### src/rtl/uart_tx_arbiter_if.sv
// uart_tx_arbiter_if
//   Bundles the requester handshakes, the transmitter hookup and the grant
//   status of uart_tx_arbiter into one bundle.
//   master : requester/transmitter side (drives req_*, tx_done)
//   slave  : the arbiter (drives req_ready, req_ack, send_en, status)
//
// Handshake: a byte on lane i transfers in the cycle where req_valid[i] and
// req_ready[i] are both high. req_ready is a one-cycle strobe that the
// arbiter raises only while req_valid[i] is high; the requester holds
// req_valid/req_data/req_last stable until that cycle. After the strobe the
// requester may present its next byte or drop req_valid.
interface uart_tx_arbiter_if #(
   parameter int NUM_REQ = 4
);
   localparam int IDW = (NUM_REQ > 1) ? $clog2(NUM_REQ) : 1;

   logic [NUM_REQ-1:0]   req_valid;
   logic [8*NUM_REQ-1:0] req_data;
   logic [NUM_REQ-1:0]   req_last;
   logic [NUM_REQ-1:0]   req_ready;
   logic [NUM_REQ-1:0]   req_ack;
   logic                 send_en;
   logic [7:0]           data_byte_tx;
   logic                 tx_done;
   logic                 grant_valid;
   logic [IDW-1:0]       grant_id;
   logic                 busy;
   logic                 timeout_err;
   // Debug view of the scheduler: FSM state and round-robin pointer.
   logic [1:0]           dbg_state;
   logic [IDW-1:0]       dbg_rr_ptr;

   modport master (
      output req_valid, req_data, req_last, tx_done,
      input  req_ready, req_ack, send_en, data_byte_tx,
             grant_valid, grant_id, busy, timeout_err, dbg_state, dbg_rr_ptr
   );

   modport slave (
      input  req_valid, req_data, req_last, tx_done,
      output req_ready, req_ack, send_en, data_byte_tx,
             grant_valid, grant_id, busy, timeout_err, dbg_state, dbg_rr_ptr
   );
endinterface

### src/rtl/uart_tx_arbiter.sv
// uart_tx_arbiter
//   Round-robin scheduler sharing one UART transmitter between NUM_REQ
//   requesters. One byte is in flight at a time: accept, pulse send_en,
//   wait for tx_done. A requester keeps the grant across a packet until its
//   last byte is acknowledged. A watchdog aborts a WAIT or HOLD that lasts
//   TIMEOUT_CYC cycles.
// Ports:
//   clk, nrst : clock, asynchronous active-low reset
//   bus       : uart_tx_arbiter_if.slave (requester handshakes, send_en /
//               data_byte_tx / tx_done, grant status, debug state/pointer)
module uart_tx_arbiter #(
   parameter int NUM_REQ     = 4,
   parameter int TIMEOUT_CYC = 100000
) (
   input logic              clk,
   input logic              nrst,
   uart_tx_arbiter_if.slave bus
);
   localparam int IDW = (NUM_REQ > 1) ? $clog2(NUM_REQ) : 1;
   localparam int WDW = (TIMEOUT_CYC > 2) ? $clog2(TIMEOUT_CYC) : 1;
   localparam logic [WDW-1:0] WD_LAST = WDW'(TIMEOUT_CYC - 1);

   typedef enum logic [1:0] {
      ST_IDLE = 2'd0,
      ST_SEND = 2'd1,
      ST_WAIT = 2'd2,
      ST_HOLD = 2'd3
   } state_t;

   state_t           state_q, state_d;
   logic [IDW-1:0]   rr_ptr_q, rr_ptr_d;
   logic [IDW-1:0]   grant_id_q, grant_id_d;
   logic [7:0]       data_q, data_d;
   logic             last_q, last_d;
   logic [WDW-1:0]   wd_q, wd_d;

   logic             rr_found;
   logic [IDW-1:0]   rr_sel;
   logic [IDW-1:0]   rr_next;
   logic             wd_expired;
   logic [NUM_REQ-1:0] ready_c;
   logic [NUM_REQ-1:0] ack_c;
   logic             timeout_c;

   // First valid requester at or after rr_ptr, wrapping.
   always_comb begin
      rr_found = 1'b0;
      rr_sel   = rr_ptr_q;
      for (int k = 0; k < NUM_REQ; k++) begin
         if (!rr_found && bus.req_valid[(int'(rr_ptr_q) + k) % NUM_REQ]) begin
            rr_found = 1'b1;
            rr_sel   = IDW'((int'(rr_ptr_q) + k) % NUM_REQ);
         end
      end
   end

   assign rr_next    = IDW'((int'(grant_id_q) + 1) % NUM_REQ);
   assign wd_expired = (wd_q == WD_LAST);

   always_comb begin
      state_d    = state_q;
      rr_ptr_d   = rr_ptr_q;
      grant_id_d = grant_id_q;
      data_d     = data_q;
      last_d     = last_q;
      wd_d       = wd_q;
      ready_c    = '0;
      ack_c      = '0;
      timeout_c  = 1'b0;
      case (state_q)
         ST_IDLE: begin
            wd_d = '0;
            if (rr_found) begin
               ready_c[rr_sel] = 1'b1;
               data_d          = bus.req_data[8*int'(rr_sel) +: 8];
               last_d          = bus.req_last[rr_sel];
               grant_id_d      = rr_sel;
               state_d         = ST_SEND;
            end
         end
         ST_SEND: begin
            wd_d    = '0;
            state_d = ST_WAIT;
         end
         ST_WAIT: begin
            // tx_done wins over a simultaneous watchdog expiry.
            if (bus.tx_done) begin
               ack_c[grant_id_q] = 1'b1;
               wd_d              = '0;
               if (last_q) begin
                  rr_ptr_d = rr_next;
                  state_d  = ST_IDLE;
               end else begin
                  state_d  = ST_HOLD;
               end
            end else if (wd_expired) begin
               timeout_c = 1'b1;
               rr_ptr_d  = rr_next;
               state_d   = ST_IDLE;
            end else begin
               wd_d = wd_q + 1'b1;
            end
         end
         ST_HOLD: begin
            // Packet lock: only the current owner can be accepted here.
            if (bus.req_valid[grant_id_q]) begin
               ready_c[grant_id_q] = 1'b1;
               data_d              = bus.req_data[8*int'(grant_id_q) +: 8];
               last_d              = bus.req_last[grant_id_q];
               state_d             = ST_SEND;
            end else if (wd_expired) begin
               timeout_c = 1'b1;
               rr_ptr_d  = rr_next;
               state_d   = ST_IDLE;
            end else begin
               wd_d = wd_q + 1'b1;
            end
         end
         default: state_d = ST_IDLE;
      endcase
   end

   always_ff @(posedge clk or negedge nrst) begin
      if (!nrst) begin
         state_q    <= ST_IDLE;
         rr_ptr_q   <= '0;
         grant_id_q <= '0;
         data_q     <= '0;
         last_q     <= 1'b0;
         wd_q       <= '0;
      end else begin
         state_q    <= state_d;
         rr_ptr_q   <= rr_ptr_d;
         grant_id_q <= grant_id_d;
         data_q     <= data_d;
         last_q     <= last_d;
         wd_q       <= wd_d;
      end
   end

   // Strobes are gated by nrst so nothing is accepted or acked while reset
   // is held, even though they are decoded from live inputs.
   assign bus.req_ready    = ready_c & {NUM_REQ{nrst}};
   assign bus.req_ack      = ack_c & {NUM_REQ{nrst}};
   assign bus.timeout_err  = timeout_c & nrst;
   assign bus.send_en      = (state_q == ST_SEND);
   assign bus.data_byte_tx = data_q;
   assign bus.grant_valid  = (state_q != ST_IDLE);
   assign bus.grant_id     = grant_id_q;
   assign bus.busy         = (state_q != ST_IDLE);
   assign bus.dbg_state    = state_q;
   assign bus.dbg_rr_ptr   = rr_ptr_q;
endmodule

### src/flat_wrapper.sv
// flat-port wrapper written by rule: the top's interface ports become plain ports
module uart_tx_arbiter_flat 
#(
   parameter int NUM_REQ     = 4,
   parameter int TIMEOUT_CYC = 100000
)
  (clk, nrst, bus_req_valid, bus_req_data, bus_req_last, bus_tx_done, bus_req_ready, bus_req_ack, bus_send_en, bus_data_byte_tx, bus_grant_valid, bus_grant_id, bus_busy, bus_timeout_err, bus_dbg_state, bus_dbg_rr_ptr);
  uart_tx_arbiter_if #(.NUM_REQ(NUM_REQ)) bus_i ();
  input logic clk;
  input logic nrst;
  input wire logic [$bits(bus_i.req_valid)-1:0] bus_req_valid;
  input wire logic [$bits(bus_i.req_data)-1:0] bus_req_data;
  input wire logic [$bits(bus_i.req_last)-1:0] bus_req_last;
  input wire logic [$bits(bus_i.tx_done)-1:0] bus_tx_done;
  output wire logic [$bits(bus_i.req_ready)-1:0] bus_req_ready;
  output wire logic [$bits(bus_i.req_ack)-1:0] bus_req_ack;
  output wire logic [$bits(bus_i.send_en)-1:0] bus_send_en;
  output wire logic [$bits(bus_i.data_byte_tx)-1:0] bus_data_byte_tx;
  output wire logic [$bits(bus_i.grant_valid)-1:0] bus_grant_valid;
  output wire logic [$bits(bus_i.grant_id)-1:0] bus_grant_id;
  output wire logic [$bits(bus_i.busy)-1:0] bus_busy;
  output wire logic [$bits(bus_i.timeout_err)-1:0] bus_timeout_err;
  output wire logic [$bits(bus_i.dbg_state)-1:0] bus_dbg_state;
  output wire logic [$bits(bus_i.dbg_rr_ptr)-1:0] bus_dbg_rr_ptr;
  assign bus_i.req_valid = bus_req_valid;
  assign bus_i.req_data = bus_req_data;
  assign bus_i.req_last = bus_req_last;
  assign bus_i.tx_done = bus_tx_done;
  assign bus_req_ready = bus_i.req_ready;
  assign bus_req_ack = bus_i.req_ack;
  assign bus_send_en = bus_i.send_en;
  assign bus_data_byte_tx = bus_i.data_byte_tx;
  assign bus_grant_valid = bus_i.grant_valid;
  assign bus_grant_id = bus_i.grant_id;
  assign bus_busy = bus_i.busy;
  assign bus_timeout_err = bus_i.timeout_err;
  assign bus_dbg_state = bus_i.dbg_state;
  assign bus_dbg_rr_ptr = bus_i.dbg_rr_ptr;
  uart_tx_arbiter #(.NUM_REQ(NUM_REQ), .TIMEOUT_CYC(TIMEOUT_CYC)) u_core (.clk(clk), .nrst(nrst), .bus(bus_i));
endmodule
### config.mk
export PLATFORM = sky130hd
export DESIGN_NAME = uart_tx_arbiter_flat
export DESIGN_NICKNAME = d
export VERILOG_FILES = /design/src/rtl/uart_tx_arbiter_if.sv /design/src/rtl/uart_tx_arbiter.sv /design/src/flat_wrapper.sv
export SDC_FILE = /design/constraint.sdc
export NUM_CORES = 1
export LEC_CHECK = 0
export CAP_MARGIN = 20
export CORE_ASPECT_RATIO = 0.75
export CORE_MARGIN = 5
export CORE_UTILIZATION = 40
export CTS_CLUSTER_DIAMETER = 40
export DETAILED_ROUTE_END_ITERATION = 10
export PLACE_DENSITY = 0.71
export SYNTH_ARGS = -nofsm -noshare
export SYNTH_HDL_FRONTEND = slang
export SYNTH_SLANG_ARGS = --single-unit
### constraint.sdc
create_clock -name clk -period 2.3 [get_ports clk]
set_input_delay 0.23 -clock clk [delete_from_list [all_inputs] [get_ports clk]]
set_output_delay 0.23 -clock clk [all_outputs]
set_load 0.01 [all_outputs]
Yosys cells after proc, flatten, opt, wreduce, memory -nomap -nowiden
Index checks and enable logic that the tools add are counted.
{"block": "word_totals", "mem_bits_rw": 0, "wordCells": 112, "latchBits": 0, "rom_bits": 0, "output_inout_bits": 26, "reg_bits": 32, "memories": 0}
{"block": "op_classes", "multipliers": 0, "reduce_logical": 19, "shifts": 2, "n_eq_ne": 8, "add_sub_neg": 5, "n_div": 0, "order_cmp": 8, "bitwise_logic": 6, "n_mux": 58}
{"cell": "indexed part select 32 x 6 -> 8 bit", "n": 2}
{"cell": "two-way mux 17 bit", "n": 3}
{"cell": "case mux 17 bit (3 select lines)", "n": 1}
{"cell": "two-way mux 2 bit", "n": 12}
{"cell": "two-way mux 1 bit", "n": 21}
{"cell": "adder 17 x 1 -> 17 bit, second input constant", "n": 1}
{"cell": "== test 17 bit, second input constant", "n": 1}
{"cell": "two-way mux 4 bit", "n": 4}
{"cell": "two-way mux 8 bit", "n": 2}
{"cell": "case mux 8 bit (2 select lines)", "n": 1}
{"cell": "binary-select mux 1 bit (select 2 bit)", "n": 7}
{"cell": "< comparator 3 x 4 -> 1 bit, second input constant", "n": 3}
{"cell": "< comparator 2 x 3 -> 1 bit, second input constant", "n": 3}
{"cell": "bitwise AND 4 bit", "n": 2}
{"cell": "case mux 2 bit (4 select lines)", "n": 1}
{"cell": "case mux 4 bit (2 select lines)", "n": 1}
{"cell": "OR reduction 2 bit", "n": 4}
{"cell": "AND reduction 3 bit", "n": 2}
{"cell": "nonzero test 2 bit", "n": 3}
{"cell": "logical AND 1 bit", "n": 5}
{"cell": "adder 2 x 1 -> 2 bit, second input constant", "n": 2}
{"cell": "adder 2 bit, second input constant", "n": 2}
{"cell": "demux 1 bit (select 2 bit)", "n": 2}
{"cell": "== test 2 bit, second input constant", "n": 2}
{"cell": "other kinds (12)", "n": 19}

Depth between registers and ports, before layout
Gate-level depths: netlist of the first run.
{"block": "depth", "ltp_word": 21, "depth_mapped": 8, "depth_no_buf": 7}

Worst setup path after synthesis of the first run
OpenSTA, ideal clock, no wires.
{"block": "synth_timing", "kind": "register -> register", "start": "register u_core.grant_id_q[0], in the netlist u_core.bus.grant_id[0]", "end": "register u_core.data_q[0], in the netlist u_core.bus.data_byte_tx[0]", "t_arrival_ps": 2270, "synth_period_minus_slack_ps": 2373, "stages_incl_launch_ff": 9, "n_path_buf": 3, "required_ps": 2196, "setup_slack_ps": -73, "setup_time_ps": 104, "path_cell_list": "dfrtp_1 > clkbuf_1 > mux4_2 > and2_1 > a31o_2 > buf_2 > and2_1 > clkbuf_1 > a221oi_1"}
{"block": "synth_via", "elab_chain_len": 4, "word_cells_on_any_way": 7}
{"item": "start: declaration", "line": "uart_tx_arbiter.sv:32", "rtl": "logic [IDW-1:0] grant_id_q, grant_id_d;"}
{"item": "start signal: assignment", "line": "uart_tx_arbiter.sv:134", "rtl": "grant_id_q <= grant_id_d;"}
{"item": "branches (longest 4 deep; another with indexed part select 32 x 6 -> 8 bit)"}
{"item": "end signal: assignment", "line": "uart_tx_arbiter.sv:135", "rtl": "data_q <= data_d;"}
{"item": "end: declaration", "line": "uart_tx_arbiter.sv:33", "rtl": "logic [7:0] data_q, data_d;"}
Several ways; the timed one is not identified. The select of a mux whose other input is x is not followed.
A chain may end at the register's enable or synchronous reset.

Final worst setup path of the first run
{"block": "layout_timing", "start": "register u_core.wd_q[11]", "end": "register u_core.rr_ptr_q[1], in the netlist u_core.bus.dbg_rr_ptr[1]"}
{"block": "layout_via", "elab_chain_len": 4, "word_cells_on_any_way": 5}
{"item": "start: declaration", "line": "uart_tx_arbiter.sv:35", "rtl": "logic [WDW-1:0] wd_q, wd_d;"}
{"item": "start signal: assignment", "line": "uart_tx_arbiter.sv:137", "rtl": "wd_q <= wd_d;"}
{"item": "== test 17 bit (*)", "line": "uart_tx_arbiter.sv:58", "rtl": "assign wd_expired = (wd_q == WD_LAST);"}
{"item": "two-way mux 2 bit (*)"}
{"item": "two-way mux 2 bit (on tied branches)"}
{"item": "case mux 2 bit (2 select lines) (*)"}
{"item": "end signal: assignment", "line": "uart_tx_arbiter.sv:133", "rtl": "rr_ptr_q <= rr_ptr_d;"}
{"item": "end: declaration", "line": "uart_tx_arbiter.sv:31", "rtl": "logic [IDW-1:0] rr_ptr_q, rr_ptr_d;"}
Mark *: on every way between the ends. The rest lies on a longest branch, timed or not. The select of a mux whose other input is x is not followed.

==> results of run 1 <==
## cell usage in the layout (no fill, tap or decap), types with 3 or more instances in the layout
master / Yosys / routed
inv_1: 9 / 9
or3_1: 8 / 8
ha_1: 10 / 8
mux2i_1: 9 / 9
dlygate4sd2_1: 0 / 3
xnor2_1: 3 / 3
o21ai_0: 10 / 8
nand3_1: 5 / 4
clkbuf_8: 0 / 6
a21oi_1: 13 / 13
clkbuf_2: 0 / 3
a2bb2oi_1: 8 / 8
nor2b_1: 5 / 3
xor2_1: 11 / 11
nor3_1: 6 / 5
nand4_1: 5 / 5
a221oi_1: 8 / 8
dfrtp_1: 32 / 30
a211oi_1: 9 / 9
nand2_1: 26 / 26
buf_4: 1 / 50
and2_1: 6 / 4
dlymetal6s2s_1: 0 / 3
nor2_1: 41 / 40
clkdlybuf4s50_1: 0 / 59
a32oi_1: 4 / 4
o311ai_0: 8 / 8
## critical path, stage by stage (launching register included)
cell and delay (ns):
dfrtp_1 0.37, or4b_4 0.56, nor4_4 0.28, buf_4 0.17, a21oi_2 0.03, or4_4 0.49
mux2_4 0.30
## cell type report
cell class	instances	area, um2	share of cell area [%]
timing repair buffer	119	1060	28.8
multi-input combinational	227	1590	43.1
clock buffer	6	82.6	2.24
clock inverter	2	10.0	0.271
sequential	32	803	21.7
inverter	11	43.8	1.19
tap	78	97.6	2.64
## power breakdown
part	switching, mW	leakage [nW]	total, mW	internal [mW]
registers	0.131	0.406	0.855	0.724
clock network	0.219	0.0510	0.458	0.239
logic	1.37	1.12	2.67	1.30
## worst max path at each step
stage,endpoint,slack [ns],cells past startpoint
final,u_core.bus.dbg_rr_ptr[1],-0.01,6
after global routing,u_core.bus.dbg_rr_ptr[1],-0.08,6
after CTS,bus_req_ready[2],-0.04,8
after detailed placement,bus_req_ready[1],-0.35,8
after global placement,bus_req_ready[1],-0.37,8
after floorplan,u_core.bus.data_byte_tx[0],0.01,8
## sequential cells by signal (all words and copies together) (netlist names)
register / flops
u_core.last_q: 1
u_core.wd_q: 17
u_core.bus.dbg_state: 2
u_core.bus.dbg_rr_ptr: 2
u_core.bus.data_byte_tx: 8
u_core.bus.grant_id: 2
## timing repair
action | CTS | global route
setup buffers | 4 | 1
endpoints found under the setup margin | 8 | 31
gates resized for setup | 13 | 24
pin swaps | 2 | 7
## per-stage QoR
step	instance area (um2)	setup TNS (ns)	worst slack [ns]	utilization, %	power [mW]
after floorplan	2460	0	0.0116	-	2.31
final	3690	-0.0119	-0.0119	62.8	3.99
after CTS	3660	-0.146	-0.0416	62.2	3.93
after global placement	3540	-5.98	-0.367	60.1	3.40
after detailed placement	3540	-7.55	-0.348	60.1	3.44
after global routing	3690	-0.134	-0.0771	62.8	4.31
## layer usage
layer  share of wire (%)  global-route usage (%)
met2                  44                    31.5
met1                  49                    31.3
met3                 5.9                    5.56
met5                   0                       0
met4                 1.4                    5.38
## kinds of logic after synthesis
| kind of cell | Yosys count | share of synthesized area (%) |
|---|---|---|
| xor+xnor | 14 | 5.00 |
| flops | 32 | 32.7 |
| fa+ha+maj | 10 | 5.10 |
| mux | 14 | 7.04 |
| simple gates | 117 | 24.3 |
| buf+inv | 27 | 4.44 |
| compound gates | 72 | 21.5 |
==> results by group, run 1 <==
Run status
  • Status: finished with violations
  • Failing checks: setup timing

STA
  • Setup violators final: 1
  • Post-route setup slack: -0.0119 ns
  • Max-slew headroom: 63.0%
  • Worst hold slack: 0.375 ns
  • Worst-Margin Slew: 0.548 ns
  • Tcrit/Tclk final: 101%
  • RSZ-0062 raised after global routing: true
  • Final Max Tran Viols: 0
  • Fmax: 433 MHz
  • Final min period: 2.31 ns
  • Clock skew: 0.00589 ns
  • Final hold violation count: 0

Power and ir drop
  • VDD IR max: 0.436 mV
  • Pwr dens: 1080 mW/mm2
  • Pleak: 1.58 nW

Clock network
  • # clock sinks: 32
  • CTS Root Cell: clkbuf_8
  • CTS buffer count: 5
  • Post-cts hold buffer count: 0
  • CTS tree: built
  • Worst-path clk slew: 0.07 ns
  • Clock buffer depth: 2
  • H-tree depth: 2
  • Clock latency on the worst-skew pair: 0.29 ns

Setup path
  • R2r startpoint: u_core.wd_q[11]
  • CP startpoint: u_core.wd_q[11]
  • Internal reg-to-reg setup slack: -0.01 ns
  • Data required time at the worst endpoint: 2.48 ns
  • Setup crit start kind: flop
  • WP data arrival: 2.49 ns
  • Reg2Reg Depth: 6
  • FF-to-FF End: u_core.bus.dbg_rr_ptr[1]
  • Critical path endpoint category: flop
  • Critical Path Fanout Max: 2
  • WS Path Type: flop to flop

Finish
  • Number of diodes: 0
  • Finished Layout Cells: 475
  • Synthesis-to-layout area growth: 50.7%
  • Share of cells above drive strength 1: 22.9%
  • # fillers: 525
  • Layout Nets: 449

Placement
  • Dpl cells: 464
  • GPL Wtd Cong: 0.858
  • Dpl hpwl: 6090 um
  • IO buf count: 68

Synthesis
  • Most frequent cells after synthesis: nor2_1, dfrtp_1, nand2_1, a21oi_1, clkbuf_1
  • Ys async rst share: 100%
  • Mapped Area: 0.00245 mm2
  • Sequential cell area fraction in the yosys report: 32.7%
  • Post-Synthesis Cells: 286
  • Synth top area cells: dfrtp_1, nor2_1, ha_1
  • Top cell type's share of synthesized area: 32.7%
  • Most common cell in the netlist: nor2_1
  • Synth warn: 0
  • Dominant synthesized flop cell: dfrtp_1
  • Synth Register Bits: 32
  • Number of synthesized flops with an enable pin: 0
  • Syn Area/Cell: 8.57 um2
  • Syn Nets: 339
  • Cell taking the most area after synthesis: dfrtp_1
  • Post-synthesis cell type count: 51

Route
  • WL/cell: 16.9 um
  • Drt pass-1 iters: 5
  • Final wirelength: 8020 um
  • DR DRC count: 0
  • Post-DRT Antenna Nets: 0
  • Routed via count: 2698
  • 1st-iter DRT viols: 130
  • Vias per inst: 5.68

Global routing
  • First-pass GRT wire length: 13500 um
  • Number of global-route vias before repair: 2690
  • Largest net degree at the start of global routing: 30
  • All-layer global routing usage: 21.5%
  • Initial antenna violation count: 0
  • Total gr overflow: 0

Floorplanning
  • Chip width: 100 um
  • Row Count: 24
  • Initial Util: 41.7%
  • Die Span Y: 77.8 um
  • Ports: 69
  • Core ar.: 0.00589 mm2
  • Die area: 0.00781 mm2

Worst hold path
  • Hold WC Path Type: input pin to async pin

Run
  • Max-Cap Viols: 0
(Power assumes the default switching activity.)
==> run 2: changes to the inputs <==
- ABC_AREA: not set -> 1
- PLACE_DENSITY: 0.71 -> 0.69
- RECOVER_POWER: not set -> 25
==> run 2 against run 1 <==
  * The run still ends with setup timing left
  * Global-route usage decreased by 0.10 points
  * Flip-flop and latch count unchanged
  * Sequential power barely moved
  * Critical endpoint is now bus_req_ready[1]
  * Largest cell class unchanged
  * Largest power group unchanged
  * Highest routed layer unchanged
==> results by group, run 2 <==
Run status
  • Status: finished with violations
  • Failing checks: setup timing

Synthesis
  • Top cell type's share of synthesized area: 27.6% (-5.0 points)
  • Synth Register Bits: 32 (unchanged)
  • Syn Nets: 496 (+46%)
  • Most frequent cells after synthesis: nand2_1, inv_1, nand3_1, dfrtp_1, nor2_1
  • Most common cell in the netlist: nand2_1
  • Post-synthesis cell type count: 35 (-31%)
  • Syn Area/Cell: 6.54 um2 (-24%)
  • Cell taking the most area after synthesis: dfrtp_1
  • Dominant synthesized flop cell: dfrtp_1
  • Synth warn: 0 (unchanged)
  • Mapped Area: 0.00290 mm2 (+18%)
  • Synth top area cells: dfrtp_1, nand2_1, nand3_2
  • Sequential cell area fraction in the yosys report: 27.6% (-5.0 points)
  • Post-Synthesis Cells: 443 (+55%)
  • Ys async rst share: 100% (unchanged)
  • Number of synthesized flops with an enable pin: 0 (unchanged)

Floorplanning
  • Initial Util: 41.8% (+0.17 points)
  • Row Count: 26 (+8.3%)
  • Core ar.: 0.00693 mm2 (+18%)
  • Chip width: 108 um (+7.9%)
  • Die area: 0.00907 mm2 (+16%)
  • Die Span Y: 83.7 um (+7.6%)
  • Ports: 69 (unchanged)

Setup path
  • Setup crit start kind: flop
  • Most used cell, CP: nand2_2
  • WS Path Type: flop to output port
  • Critical-path top delay cell: dfrtp_2
  • Critical Path Fanout Max: 5 (+3)
  • WP data arrival: 2.26 ns (-0.23 ns)
  • Max stage delay on crit path: 0.48 ns (-0.08 ns)
  • Crit path cell chain: clkinvlp_4, nand2_2, nand2_4, nand2_1, nand2_2, nand4_4, inv_1, nand2_2, nand2_4, nand2_1, a21oi_1, buf_2
  • Data required time at the worst endpoint: 2.07 ns (-0.41 ns)
  • Critical path endpoint category: output port

Clock network
  • CTS buffer count: 5 (unchanged)
  • CTS tree: built
  • Worst-path clk slew: 0.08 ns (about the same)
  • Clock buffer depth: 2 (unchanged)
  • H-tree depth: 2 (unchanged)
  • Clock latency on the worst-skew pair: 0.29 ns (about the same)
  • # clock sinks: 32 (unchanged)
  • CTS Root Cell: clkbuf_8

Route
  • DR DRC count: 0 (unchanged)
  • Vias per inst: 5.40 (-4.9%)
  • Post-DRT Antenna Nets: 0 (unchanged)
  • 1st-iter DRT viols: 349 (+170%)
  • Drt pass-1 iters: 5 (unchanged)
  • Final wirelength: 11100 um (+39%)
  • WL/cell: 16.1 um (-4.6%)
  • Routed via count: 3732 (+38%)

Power and ir drop
  • Overall power: 6.57 mW (+65%)
  • VDD IR max: 0.861 mV (+97%)
  • Clk pwr share: 8.4% (-3.1 points)
  • Sequential share of power: 13.0% (-8.5 points)
  • Sw Share: 50.9% (+7.7 points)
  • Pwr dens: 1400 mW/mm2 (+30%)
  • P_int: 3.22 mW (+42%)
  • Switching power: 3.34 mW (+94%)
  • Pleak: 2.29 nW (+45%)
  • Combinational group share of total power: 78.6% (+12 points)

Finish
  • Number of diodes: 0 (unchanged)
  • Share of cells above drive strength 1: 33.6% (+11 points)
  • # fillers: 563 (+7.2%)
  • Biggest register: u_core.wd_q
  • Layout Nets: 645 (+44%)
  • Design Area, Final: 0.00470 mm2 (+27%)
  • Synthesis-to-layout area growth: 62.0%
  • Most frequent cells in the layout: nand2_1, buf_4, clkdlybuf4s50_1
  • Storage element area: 802 um2 (-0.16%)
  • Finished Layout Cells: 691 (+45%)
  • Most common cell after layout, fill and taps aside: nand2_1
  • Largest register FFs: 17 (unchanged)
  • Multi-input logic area: 0.00217 mm2 (+36%)

STA
  • Final Max Tran Viols: 0 (unchanged)
  • RSZ-0062 raised after global routing: true
  • Setup_tns: -0.681 ns (-0.669 ns)
  • Post-route setup slack: -0.187 ns (-0.175 ns)
  • Tcrit/Tclk final: 108% (+7.6 points)
  • Max-slew headroom: 44.4% (-19 points)
  • Final hold violation count: 0 (unchanged)
  • Clock skew: 0.0108 ns (+0.00494 ns)
  • Fmax: 402 MHz (-7.0%)
  • Setup violators final: 5 (+4)
  • Worst-Margin Slew: 0.835 ns (+0.286 ns)
  • Final min period: 2.49 ns (+0.175 ns)

Run
  • Max-Cap Viols: 0 (unchanged)

Global routing
  • All-layer global routing usage: 21.4% (-0.10 points)
  • Total gr overflow: 0 (unchanged)
  • Initial antenna violation count: 0 (unchanged)
  • Number of global-route vias before repair: 3372 (+25%)
  • First-pass GRT wire length: 16100 um (+19%)
  • Largest net degree at the start of global routing: 33 (+10%)

Placement
  • Pre-CTS setup slack: -0.375 ns (-0.0266 ns)
  • Dpl cells: 656 (+41%)
  • Placement Cell Area: 0.00406 mm2 (+15%)
  • Dpl hpwl: 6950 um (+14%)
  • IO buf count: 68 (unchanged)
  • GPL Wtd Cong: 0.961 (+12%)

Worst hold path
  • Hold WC Path Type: flop to flop
-- run 2: cells by family after synthesis --
logic type / after synthesis / synth area share [%]
adder cells (fa/ha/maj): 10 / 4.32
XOR/XNOR: 6 / 1.81
AO/OA/AOI/OAI: 48 / 8.81
flip-flops: 32 / 27.6
buffers and inverters: 56 / 8.67
AND/OR/NAND/NOR: 291 / 48.8
-- run 2: layer usage --
layer	vias to the layer above	track usage, %	wire (um)
met3	36	4.80	1040
met5	-	0	0
met2	238	31.8	4780
met4	0	3.56	330
li1	1758	-	-
met1	1700	31.8	4970
-- run 2: power groups by stage --
stage | Clock [mW] | Sequential [mW] | Combinational (mW)
floorplan | 0 | 0.895 | 2.37
global placement | 0 | 0.838 | 3.81
detailed placement | 0 | 0.840 | 3.87
CTS | 0.554 | 0.847 | 4.32
global route | 0.584 | 0.873 | 5.60
finish | 0.550 | 0.855 | 5.16
-- run 2: worst paths after layout --
check                      cells after the start  slack (ns)                        from                          to
max                                           12       -0.19    u_core.bus.dbg_rr_ptr[0]            bus_req_ready[1]
min                                            2        0.48  u_core.bus.data_byte_tx[7]  u_core.bus.data_byte_tx[7]
max reg2reg                                   17       -0.01    u_core.bus.dbg_rr_ptr[0]  u_core.bus.data_byte_tx[6]
min reg2reg                                    2        0.48  u_core.bus.data_byte_tx[7]  u_core.bus.data_byte_tx[7]
max in group asynchronous                      3        0.84                        nrst    u_core.bus.dbg_rr_ptr[0]
min in group asynchronous                      3        0.88                        nrst      u_core.bus.grant_id[0]
-- run 2: timing repair --
| item | in CTS | in global routing |
|---|---|---|
| pin swaps | 18 | 27 |
| hold buffers | 0 | 0 |
| gates resized for setup | 53 | 62 |
| gates cloned | 1 | 2 |
| setup endpoints to repair | 9 | 31 |
| buffers inserted | 19 | 9 |
-- run 2: through the flow --
step / hold slack, ns / util, %
after floorplan: -0.0656 / -
after global placement: 0.467 / 58.6
after detailed placement: 0.464 / 58.6
after CTS: 0.489 / 63.8
after global routing: 0.517 / 67.8
final: 0.485 / 67.8
-- run 2: critical path, delay by kind of cell, from the launching register on --
kind                   cells  cell delay [ns]
DFF                        1             0.48
buffers and inverters      3             0.47
AOI/OAI and AO/OA          1             0.15
and+or+nand+nor            8             0.85
-- run 2: final cells by class --
type                    instances  area share, %
clock buffers                   5           1.47
repair buffers                151           27.9
inverters                      44           3.68
flip-flops and latches         32           17.1
multi-input cells             357           46.2
repair inverters                1          0.160
well taps                      98           2.61
clock inverters                 3          0.906
==> run 3: changes to the inputs <==
- CTS_BUF_LIST: not set -> sky130_fd_sc_hd__clkbuf_4
- PLACE_DENSITY: 0.69 -> 0.67
- TNS_END_PERCENT: not set -> 20
- clock period: 2.3 -> 2.85 ns (I/O delays scaled with it)
==> run 3 against run 2 <==
  * The flow finishes with violations (capacitance limit, slew limit)
  * Final cell count fell by 11%
  * Core utilization shrank 13 points
  * Via count fell by 16%
  * Critical path depth stayed put
  * Sequential share of layout area is 4.0 points higher
  * Worst setup slack better by 0.39 ns
  * Highest routed layer unchanged
==> results by group, run 3 (synthesis results as in run 2) <==
Run status
  • Status: finished with violations
  • Failing checks: capacitance limit, slew limit

STA
  • Setup violators final: 0 (-5)
  • Worst-Margin Slew: 1.76 ns (+0.921 ns)
  • Clock skew: 0.00757 ns (-0.00327 ns)
  • Final hold violation count: 0 (unchanged)
  • RSZ-0062 raised after global routing: false
  • Final min period: 2.65 ns
  • Final Max Tran Viols: 33 (+33)
  • Setup_tns: 0 ns (+0.681 ns)
  • Max-slew headroom: -17.1% (-61 points)
  • Tcrit/Tclk final: 93.0%
  • Fmax: 377 MHz

Floorplanning
  • Die area: 0.00907 mm2 (unchanged)
  • Initial Util: 41.8% (unchanged)
  • Die Span Y: 83.7 um (unchanged)
  • Ports: 69 (unchanged)
  • Row Count: 26 (unchanged)
  • Core ar.: 0.00693 mm2 (unchanged)
  • Chip width: 108 um (unchanged)

Finish
  • Number of diodes: 0 (unchanged)
  • Most frequent cells in the layout: nand2_1, clkdlybuf4s50_1, inv_1, nand3_1, dfrtp_1
  • Synthesis-to-layout area growth: 31.2%
  • Largest register FFs: 17 (unchanged)
  • Finished Layout Cells: 615 (-11%)
  • Most common cell after layout, fill and taps aside: nand2_1
  • Biggest register: u_core.wd_q
  • Share of cells above drive strength 1: 12.8% (-21 points)
  • Final core utilization: 54.9% (-13 points)
  • Design Area, Final: 0.00380 mm2 (-19%)
  • Layout Nets: 569 (-12%)

Clock network
  • Clock latency on the worst-skew pair: 0.34 ns (+0.05 ns)
  • H-tree depth: 2 (unchanged)
  • CTS buffer count: 5 (unchanged)
  • CTS tree: built
  • CTS Root Cell: clkbuf_4
  • Clock buffer depth: 2 (unchanged)
  • Worst-path clk slew: 0.10 ns (+0.02 ns)
  • # clock sinks: 32 (unchanged)

Placement
  • Placement Cell Area: 0.00368 mm2 (-9.2%)
  • Dpl cells: 606 (-7.6%)
  • IO buf count: 68 (unchanged)
  • Dpl hpwl: 6390 um (-8.0%)
  • GPL Wtd Cong: 0.944 (-1.8%)

Global routing
  • Total gr overflow: 0 (unchanged)
  • All-layer global routing usage: 18.5% (-2.9 points)
  • Largest net degree at the start of global routing: 33 (unchanged)
  • Initial antenna violation count: 0 (unchanged)
  • Number of global-route vias before repair: 2904 (-14%)
  • First-pass GRT wire length: 13900 um (-14%)

Route
  • Post-DRT Antenna Nets: 0 (unchanged)
  • Final wirelength: 8290 um (-25%)
  • Routed via count: 3146 (-16%)
  • WL/cell: 13.5 um (-16%)
  • DR DRC count: 0 (unchanged)
  • Drt pass-1 iters: 5 (unchanged)
  • 1st-iter DRT viols: 201 (-42%)
  • Vias per inst: 5.12 (-5.3%)

Setup path
  • Max stage delay on crit path: 0.45 ns (-0.03 ns)
  • FF-to-FF End: u_core.wd_q[9]
  • R2r startpoint: u_core.bus.grant_id[0]
  • Critical path endpoint category: output port
  • Setup crit start kind: flop
  • Critical Path Fanout Max: 14 (+9)
  • Reg2Reg Depth: 11 (-6)
  • CP startpoint: u_core.bus.dbg_rr_ptr[0]
  • CP Buf/Inv Count: 2 (-1)
  • Critical-path top delay cell: dfrtp_2
  • Critical path's top delay family: simple AND/OR/NAND/NOR gates
  • Data required time at the worst endpoint: 2.57 ns (+0.50 ns)
  • WP data arrival: 2.37 ns (+0.11 ns)
  • Internal reg-to-reg setup slack: 0.37 ns (+0.38 ns)
  • Most used cell, CP: nand2_1
  • WS Path Type: flop to output port
  • Crit path cell chain: buf_6, nand2_1, nand2_2, nand2_1, nand2_4, nor2_4, nand4_1, nand2_1, a21oi_1, nand2_1, a21oi_1, dlygate4sd2_1

Power and ir drop
  • P_int: 1.77 mW (-45%)
  • Sequential share of power: 18.5% (+5.5 points)
  • Clk pwr share: 9.1% (+0.7 points)
  • VDD IR max: 0.497 mV (-42%)
  • Combinational group share of total power: 72.5% (-6.1 points)
  • Pleak: 1.87 nW (-18%)
  • Overall power: 3.78 mW (-42%)
  • Pwr dens: 995 mW/mm2 (-29%)
  • Sw Share: 53.3% (+2.4 points)
  • Switching power: 2.02 mW (-40%)

Worst hold path
  • Min-Delay Startpoint: u_core.bus.data_byte_tx[0]
  • Hold path cells: 2 (unchanged)
  • Hold Path Sink: u_core.bus.data_byte_tx[0]
  • Hold WC Path Type: flop to flop

Run
  • Max-Cap Viols: 1 (+1)
run 3: cell types whose count changed in the layout (fill, tap and decap cells not counted), sizes merged:
cell,before,now
clkbuf,8,7
buf,85,9
nand3,63,61
dlymetal6s2s,1,2
clkdlybuf4s50,61,62
clkinv,1,2
dlygate4sd2,0,2
clkinvlp,2,0
run 3: metal layers:
layer,track usage (%),vias to the layer above,share of wire (%)
li1,-,1598,-
met1,29.3,1411,52
met2,25.1,128,39
met3,5.03,9,8.9
met4,2.52,0,0.69
met5,0,-,0
run 3: power groups by stage:
stage / combinational, mW / clock [mW] / sequential [mW]
3_5_place_dp: 2.71 / 0 / 0.701
5_1_grt: 3.11 / 0.365 / 0.715
6_report: 2.74 / 0.343 / 0.699
4_1_cts: 2.74 / 0.345 / 0.697
3_3_place_gp: 2.70 / 0 / 0.699
2_1_floorplan: 1.92 / 0 / 0.722
run 3: tightest hold or removal path: stages (launching register included):
cell and delay (ns):
dfrtp_1 0.36, nand2_1 0.05, nand2_1 0.05
run 3: area by class of cell:
cell class	instances	area, um2
timing repair buffer	78	753
tap	98	123
sequential	32	803
inverter	44	173
clock buffer	5	37.5
clock inverter	3	37.5
multi-input combinational	355	1880
fill	695	3130
run 3: repair_timing:
action	4_1_cts	5_1_grt
pin swaps	0	1
cloned	0	0
endpoints found under the setup margin	5	5
hold buffers	0	0
setup buffers	1	0
gates resized for setup	8	11
run 3: how the worst max path moves through the flow:
| stage | endpoint | depth (start not counted) |
|---|---|---|
| after floorplan | bus_req_ready[0] | 12 |
| after global placement | bus_req_ready[2] | 14 |
| after detailed placement | bus_req_ready[0] | 12 |
| after CTS | bus_req_ready[2] | 14 |
| after global routing | bus_req_ready[1] | 12 |
| final | bus_req_ready[1] | 12 |
run 3: through the flow:
step / worst slack (ns) / hold WS, ns
floorplan: 0.769 / -0.0106
global placement: 0.0987 / 0.462
detailed placement: 0.0460 / 0.461
CTS: -0.150 / 0.487
global route: 0.0192 / 0.512
finish: 0.200 / 0.486
